===== src/rtl/pipe_ctrl.sv =====
// Stall/flush controller for a 3-stage IF/ID/EX pipe: en/flush are combinational (0 cycles),
// state/valids update on the next edge; multicycle EX ops freeze the whole pipe for STALL_CYC-1 cycles.
module pipe_ctrl #(
  parameter int RW        = 3,
  parameter int STALL_CYC = 2
) (
  input  logic          clk,
  input  logic          res,
  input  logic          start,
  input  logic          halt_req,
  input  logic          br_taken,
  input  logic          mc_op,
  input  logic [RW-1:0] id_rs1,
  input  logic [RW-1:0] id_rs2,
  input  logic [RW-1:0] ex_rd,
  input  logic          ex_we,
  input  logic          ex_load,
  output logic          pc_en,
  output logic          ifid_en,
  output logic          idex_en,
  output logic          ifid_flush,
  output logic          idex_flush,
  output logic          ifid_valid,
  output logic          idex_valid,
  output logic [1:0]    state
);

  localparam logic [1:0] S_HALT = 2'b00;
  localparam logic [1:0] S_RUN  = 2'b01;
  localparam logic [1:0] S_MCW  = 2'b10;

  // Counter only has to hold STALL_CYC-2; keep at least one bit for the degenerate cases.
  localparam int            CW       = (STALL_CYC > 2) ? $clog2(STALL_CYC - 1) : 1;
  localparam logic [CW-1:0] CNT_INIT = (STALL_CYC > 2) ? CW'(STALL_CYC - 2) : '0;
  localparam logic          MC_EN    = (STALL_CYC > 1);

  logic [1:0]    nxt;
  logic [CW-1:0] cnt;
  logic          halt_hit;
  logic          br_hit;
  logic          lu_hit;
  logic          mc_hit;
  logic          src_match;

  // A bubble in EX (idex_valid=0) must never raise a hazard; r0 is never a real producer.
  assign src_match = (ex_rd == id_rs1) || (ex_rd == id_rs2);
  assign halt_hit  = idex_valid && halt_req;
  assign br_hit    = idex_valid && br_taken;
  assign lu_hit    = idex_valid && ex_load && ex_we && (ex_rd != '0) && ifid_valid && src_match;
  assign mc_hit    = ifid_valid && mc_op && MC_EN;

  always_ff @(posedge clk or posedge res) begin
    if (res) begin
      state <= S_HALT;
    end else begin
      state <= nxt;
    end
  end

  always_comb begin
    nxt = state;
    case (state)
      S_HALT: begin
        if (start) nxt = S_RUN;
      end
      S_RUN: begin
        if (halt_hit) begin
          nxt = S_HALT;
        end else if (!br_hit && !lu_hit && mc_hit) begin
          nxt = S_MCW;
        end
      end
      S_MCW: begin
        if (cnt == '0) nxt = S_RUN;
      end
      default: nxt = S_HALT;
    endcase
  end

  always_comb begin
    pc_en      = 1'b0;
    ifid_en    = 1'b0;
    idex_en    = 1'b0;
    ifid_flush = 1'b0;
    idex_flush = 1'b0;
    if (state == S_RUN) begin
      pc_en   = 1'b1;
      ifid_en = 1'b1;
      idex_en = 1'b1;
      if (halt_hit) begin
        pc_en      = 1'b0;
        ifid_en    = 1'b0;
        idex_en    = 1'b0;
        ifid_flush = 1'b1;
        idex_flush = 1'b1;
      end else if (br_hit) begin
        ifid_flush = 1'b1;
        idex_flush = 1'b1;
      end else if (lu_hit) begin
        pc_en      = 1'b0;
        ifid_en    = 1'b0;
        idex_flush = 1'b1;
      end
    end
  end

  always_ff @(posedge clk or posedge res) begin
    if (res) begin
      cnt <= '0;
    end else if (state == S_RUN && nxt == S_MCW) begin
      cnt <= CNT_INIT;
    end else if (state == S_MCW && cnt != '0) begin
      cnt <= cnt - 1'b1;
    end
  end

  // Flush wins over enable; ID/EX inherits the IF/ID valid bit as it advances.
  always_ff @(posedge clk or posedge res) begin
    if (res) begin
      ifid_valid <= 1'b0;
      idex_valid <= 1'b0;
    end else begin
      if (ifid_flush)   ifid_valid <= 1'b0;
      else if (ifid_en) ifid_valid <= 1'b1;

      if (idex_flush)   idex_valid <= 1'b0;
      else if (idex_en) idex_valid <= ifid_valid;
    end
  end

endmodule


===== config.mk =====
export PLATFORM = sky130hd
export DESIGN_NAME = pipe_ctrl
export DESIGN_NICKNAME = d
export VERILOG_FILES = /design/src/rtl/pipe_ctrl.sv
export SDC_FILE = /design/constraint.sdc
export NUM_CORES = 1
export LEC_CHECK = 0
export BUFFER_PORTS_ARGS = -buffer_cell sky130_fd_sc_hd__clkbuf_2
export CORE_AREA = 2 2 39 41
export CTS_CLUSTER_DIAMETER = 30
export DETAILED_ROUTE_END_ITERATION = 7
export DIE_AREA = 0 0 41 43
export MAX_ROUTING_LAYER = met4
export PLACE_DENSITY = 0.67
export SLEW_MARGIN = 10
export SYNTH_ARGS = -nofsm -noshare
export SYNTH_HDL_FRONTEND = slang
export SYNTH_SLANG_ARGS = --single-unit
export TNS_END_PERCENT = 30

===== constraint.sdc =====
create_clock -name clk -period 1.25 [get_ports clk]
set_input_delay 0.125 -clock clk [delete_from_list [all_inputs] [get_ports clk]]
set_output_delay 0.125 -clock clk [all_outputs]
set_load 0.01 [all_outputs]

==> Word level (Yosys, flattened, before mapping) <==
Index checks and enable logic that the tools add are counted.
{ "classes": {"addsub": 1, "n_eq_ne": 5, "muxes": 24, "reduce_logical": 20} }
{ "op_table": {"columns": ["cell", "n"], "rows": [
  ["1-bit 2-to-1 mux", 19],
  ["1-bit logical AND", 12],
  ["2-bit 2-to-1 mux", 4],
  ["3-bit equality test", 2],
  ["2-bit one-hot mux with 3 select lines", 1],
  ["2-bit nonzero test", 3],
  ["2-bit equality test (second input constant)", 2],
  ["3-bit nonzero test", 1],
  ["2-bit by 1-bit equality test with 1-bit output (second input constant)", 1],
  ["1-bit logical NOT", 2],
  ["2-bit logical NOT", 1],
  ["1-bit logical OR", 1],
  ["1-bit subtractor (second input constant)", 1]
]} }
{ "word_totals": {"reg_bits": 5, "input_bits": 17, "output_inout_bits": 9, "elab_cells": 54} }

==> Longest topological paths before layout <==
{ "logic_depth": {"depth_word": 14, "mapped_depth": 5} }

==> Least setup slack after synthesis <==
No wires, ideal clock.
{ "synth_timing": {"path_kind": "register -> output", "startpoint": "reg state[1]", "endpoint": "out pc_en", "t_arrival_ns": 1.357, "required_time_ns": 1.125, "path_slack_ns": -0.232, "stages_incl_launch_ff": 6, "path_cell_list": "dfrtp_1 -> nand2b_4 -> a21oi_2 -> inv_1 -> a21oi_1 -> buf_4"} }
{ "synth_between": {"elab_chain_cells": 2} }
{ "synth_rtl": {"columns": ["item", "line", "source"], "rows": [
  ["start, declared", "25", "output logic [1:0] state"],
  ["start signal, assigned", "56", "state <= nxt;"],
  ["2-bit by 1-bit equality test with 1-bit output", "86", "if (state == S_RUN) begin"],
  ["1-bit 2-to-1 mux", null, null],
  ["end, declared", "18", "output logic pc_en,"]
]} }
No other way between the ends.

==> Worst setup path after layout <==
{ "layout_timing": {"startpoint": "reg idex_valid", "endpoint": "out ifid_en"} }
{ "layout_between": {"elab_chain_cells": 9, "word_cells_on_any_way": 11} }
{ "layout_rtl": {"columns": ["item", "line", "source"], "rows": [
  ["start, declared", "24", "output logic idex_valid,"],
  ["start signal, assigned", "127", "else if (idex_en) idex_valid <= ifid_valid;"],
  ["1-bit logical AND (5 in series)", "49", "assign lu_hit = idex_valid && ex_load && ex_we && (ex_rd != '0) && ifid_valid && src_match;"],
  ["1-bit 2-to-1 mux", "99", "end else if (lu_hit) begin"],
  ["1-bit 2-to-1 mux", "96", "end else if (br_hit) begin"],
  ["1-bit 2-to-1 mux (*)", "90", "if (halt_hit) begin"],
  ["1-bit 2-to-1 mux (*)", "86", null],
  ["end, declared", "19", "output logic ifid_en,"]
]} }
Mark *: on every way between the ends. The rest lies on a longest branch, timed or not.

==> reports/qor.json <==
{
  "tritoncts_num_sinks": {"value": 5},
  "leakagePower": {"value": 0.3241, "unit": "nW"},
  "final.setup.worst_slack": {"value": -179.1, "unit": "ps"},
  "clock-root-buffer": {"value": "clkbuf_4"},
  "final_layout_size_suffix_gt1_share": {"value": 55.56, "unit": "%"},
  "mappedNetlistArea": {"value": 365.4, "unit": "µm²"},
  "buffer_depth_of_the_longest_clock_path": {"value": 2},
  "start_util": {"value": 26.40, "unit": "%"},
  "unique_cell_type_count_in_the_yosys_netlist": {"value": 19},
  "cellPowerDensity": {"value": 2004, "unit": "nW/µm²"},
  "yosys_warnings": {"value": 0},
  "antenna_left": {"value": 0},
  "ioPinCount": {"value": 26},
  "clock-skew-final": {"value": 3.695, "unit": "ps"},
  "failed_checks": {"value": "negative setup slack"},
  "worst_pin_slew": {"value": 342.6, "unit": "ps"},
  "antenna_found_initial": {"value": 0},
  "crit_family": {"value": "flip-flops"},
  "total_routing_usage_gr": {"value": 15.10, "unit": "%"},
  "gp_routability_congestion": {"value": 0.7633},
  "status": {"value": "finished, violations left"},
  "final_cell_mix": {"value": "clkbuf_2 (22), buf_4 (8), xor2_1 (6)"},
  "wirelength": {"value": 1114, "unit": "µm"},
  "beginning_of_the_worst_register_to_register_path": {"value": "idex_valid"},
  "peakVddDrop": {"value": 0.6633, "unit": "mV"},
  "end_kind": {"value": "output pin"},
  "dp.cells": {"value": 89},
  "route.detailed.drc": {"value": 0},
  "synth.yosys.seq_area_share": {"value": 34.25, "unit": "%"},
  "number_of_max_slew_violations_in_the_final_report": {"value": 0},
  "final.period_utilization": {"value": 114.3, "unit": "%"},
  "use_met3": {"value": 6.283, "unit": "%"},
  "antennaDiodeCount": {"value": 0},
  "grt_first_pass_wirelength": {"value": 1704, "unit": "µm"},
  "holdCritPathClass": {"value": "in -> reg"},
  "final_period_minus_worst_setup_slack": {"value": 1429, "unit": "ps"},
  "syn_inst": {"value": 44},
  "yosysTopAreaCellShare": {"value": 34.25, "unit": "%"},
  "buffer_ports.inserted": {"value": 25},
  "setup_repair_after_global_routing_missed_its_margin": {"value": "yes"},
  "met2_layer_usage_reported_by_global_route": {"value": 25.00, "unit": "%"},
  "design.core.area": {"value": 1384, "unit": "µm²"},
  "worstSetupPathType": {"value": "reg -> out"},
  "num_vias": {"value": 464},
  "vias_per_cell": {"value": 4.784},
  "timing.max_slew.rel_slack": {"value": 76.99, "unit": "%"},
  "crit_path_cell_trace": {"value": "buf_4, a21oi_4, inv_2, a21oi_4, buf_2"},
  "max_cap_violations": {"value": 0},
  "layout-area-overhead-vs-synth": {"value": 78.08, "unit": "%"},
  "drt_iter0_drc": {"value": 5},
  "htree_num_levels": {"value": 1},
  "crit_path_frequent_cell": {"value": "a21oi_4"},
  "final-hold-violation-count": {"value": 0},
  "path_max_fanout": {"value": 4},
  "post-layout-total-power": {"value": 0.001304, "unit": "W"},
  "die_x": {"value": 41, "unit": "µm"},
  "grt_most_used_layer": {"value": "met2"},
  "cpPeakStageDelay": {"value": 430, "unit": "ps"},
  "post_synth.cell_area_avg": {"value": 8.303, "unit": "µm²"},
  "worst_hold_startpoint": {"value": "mc_op"},
  "final.fill_count": {"value": 137},
  "cts_tree": {"value": "built"},
  "grt_overflow": {"value": 0},
  "multiInputGateArea": {"value": 265.3, "unit": "µm²"},
  "rows": {"value": 14},
  "critPathBufInv": {"value": 3},
  "floorplan_die_height": {"value": 43, "unit": "µm"},
  "cts-buffers-inserted": {"value": 3},
  "synthesis.nets": {"value": 61},
  "worstSkewPairLatency": {"value": 240, "unit": "ps"},
  "drt-wirelength-per-cell": {"value": 11.48, "unit": "µm"},
  "synth.top_cells.by_area": {"value": "dfrtp_1 (34%), xor2_1 (14%), a21oi_1 (5.5%)"},
  "design.die.area": {"value": 1763, "unit": "µm²"},
  "startpoint_kind_of_the_worst_setup_timing_path": {"value": "register"},
  "setup.worst_path.start": {"value": "idex_valid"},
  "timing.critical_path.required": {"value": 1120, "unit": "ps"},
  "mostFrequentLayoutCell": {"value": "clkbuf_2"},
  "path_clk_slew": {"value": 40, "unit": "ps"},
  "ys_seq_elements": {"value": 5},
  "first_global_vias": {"value": 428},
  "setup_viol_count_final": {"value": 7},
  "post-synth-top-area-cell": {"value": "dfrtp_1"},
  "slowest_stage": {"value": "dfrtp_2"},
  "achievable-frequency": {"value": 699.7, "unit": "MHz"},
  "cp_data_arrival_time": {"value": 1300, "unit": "ps"},
  "instances_no_fill": {"value": 97},
  "detailedPlacementHpwl": {"value": 934.6, "unit": "µm"},
  "groute.layer.met1.usage": {"value": 15.69, "unit": "%"},
  "grt_max_degree": {"value": 6},
  "total_number_of_nets_in_the_final_design": {"value": 99},
  "detail_route.first_pass.iterations": {"value": 4},
  "seq_area": {"value": 126.4, "unit": "µm²"}
}
==> final timing paths <==
path,end,depth (start not counted),slack [ps]
max in group asynchronous,idex_valid,3,760
hold reg to reg,cnt,1,530
setup / recovery,ifid_en,5,-180
hold / removal,state[1],3,250
min in group asynchronous,state[0],3,300
setup reg to reg,cnt,5,-120
==> sequential cells by signal, summed over array words and instances (netlist names) <==
name	cells
idex_valid	1
ifid_valid	1
cnt	1
state	2
==> area by class of cell <==
type                            count  area share (%)
Timing Repair Buffer               34           30.96
Clock buffer                        4           4.038
Multi-Input combinational cell     35           40.77
Sequential cell                     5           19.42
Inverter                            3           1.731
Tap cell                           16           3.077
==> Yosys cell counts <==
library cell / n
o21a_1: 1
a21oi_1: 4
dfrtp_1: 5
o31ai_1: 1
o32ai_1: 1
nand2b_1: 3
o211ai_1: 1
nand4_1: 1
o21ai_0: 2
nand2b_4: 1
inv_1: 3
xor2_1: 6
buf_4: 1
nor2_1: 4
nand2_1: 4
nand3_1: 1
nor3_1: 3
o311a_1: 1
a21oi_2: 1
==> through the flow <==
stage	hold slack [ps]	setup slack [ps]	utilization, %	TNS (ps)	instance area (µm²)
floorplan	-96.55	-23.14	-	-44.90	389.1
global placement	5.910	-47.85	40.51	-146.7	560.5
detailed placement	12.13	-101.7	40.51	-330.1	560.5
CTS	228.5	-165.8	45.39	-779.3	628.1
global route	251.4	-237.9	47.02	-1225	650.6
finish	246.5	-179.1	47.02	-850.3	650.6
==> power by group <==
| part | internal, W | switching, W |
|---|---|---|
| combinational | 0.000398 | 0.000435 |
| sequential | 0.000223 | 0.0000631 |
| clock | 0.000121 | 0.0000644 |
| total | 0.000742 | 0.000562 |
==> cell families after synthesis <==
| kind of cell | after synthesis | share of synthesized area [%] |
|---|---|---|
| buffers and inverters | 4 | 5.138 |
| DFF | 5 | 34.25 |
| AOI/OAI and AO/OA | 12 | 21.92 |
| xor gates and xnor gates | 6 | 14.38 |
| and+or+nand+nor | 17 | 24.31 |
==> per-layer routing <==
metal | vias to the layer above | share of wire, %
met5 | - | 0
met2 | 25 | 51
met4 | 0 | 0
li1 | 232 | -
met3 | 0 | 9.1
met1 | 207 | 40
==> worst reg2reg max path, stage by stage, from the launching register on <==
cell,delay (ps)
dfrtp_2,430
nand4_1,120
nor2_2,60
o21a_2,150
buf_4,160
o311a_1,350
==> what timing repair did <==
action                     CTS  global route
buffers inserted             2             1
setup endpoints to repair    6             8
cloned                       0             0
hold endpoints to repair     5             0
hold buffers                 1             0
resized for setup            4             6
pin swaps                    3             5
No activity file was read; power rests on OpenSTA's default activity.
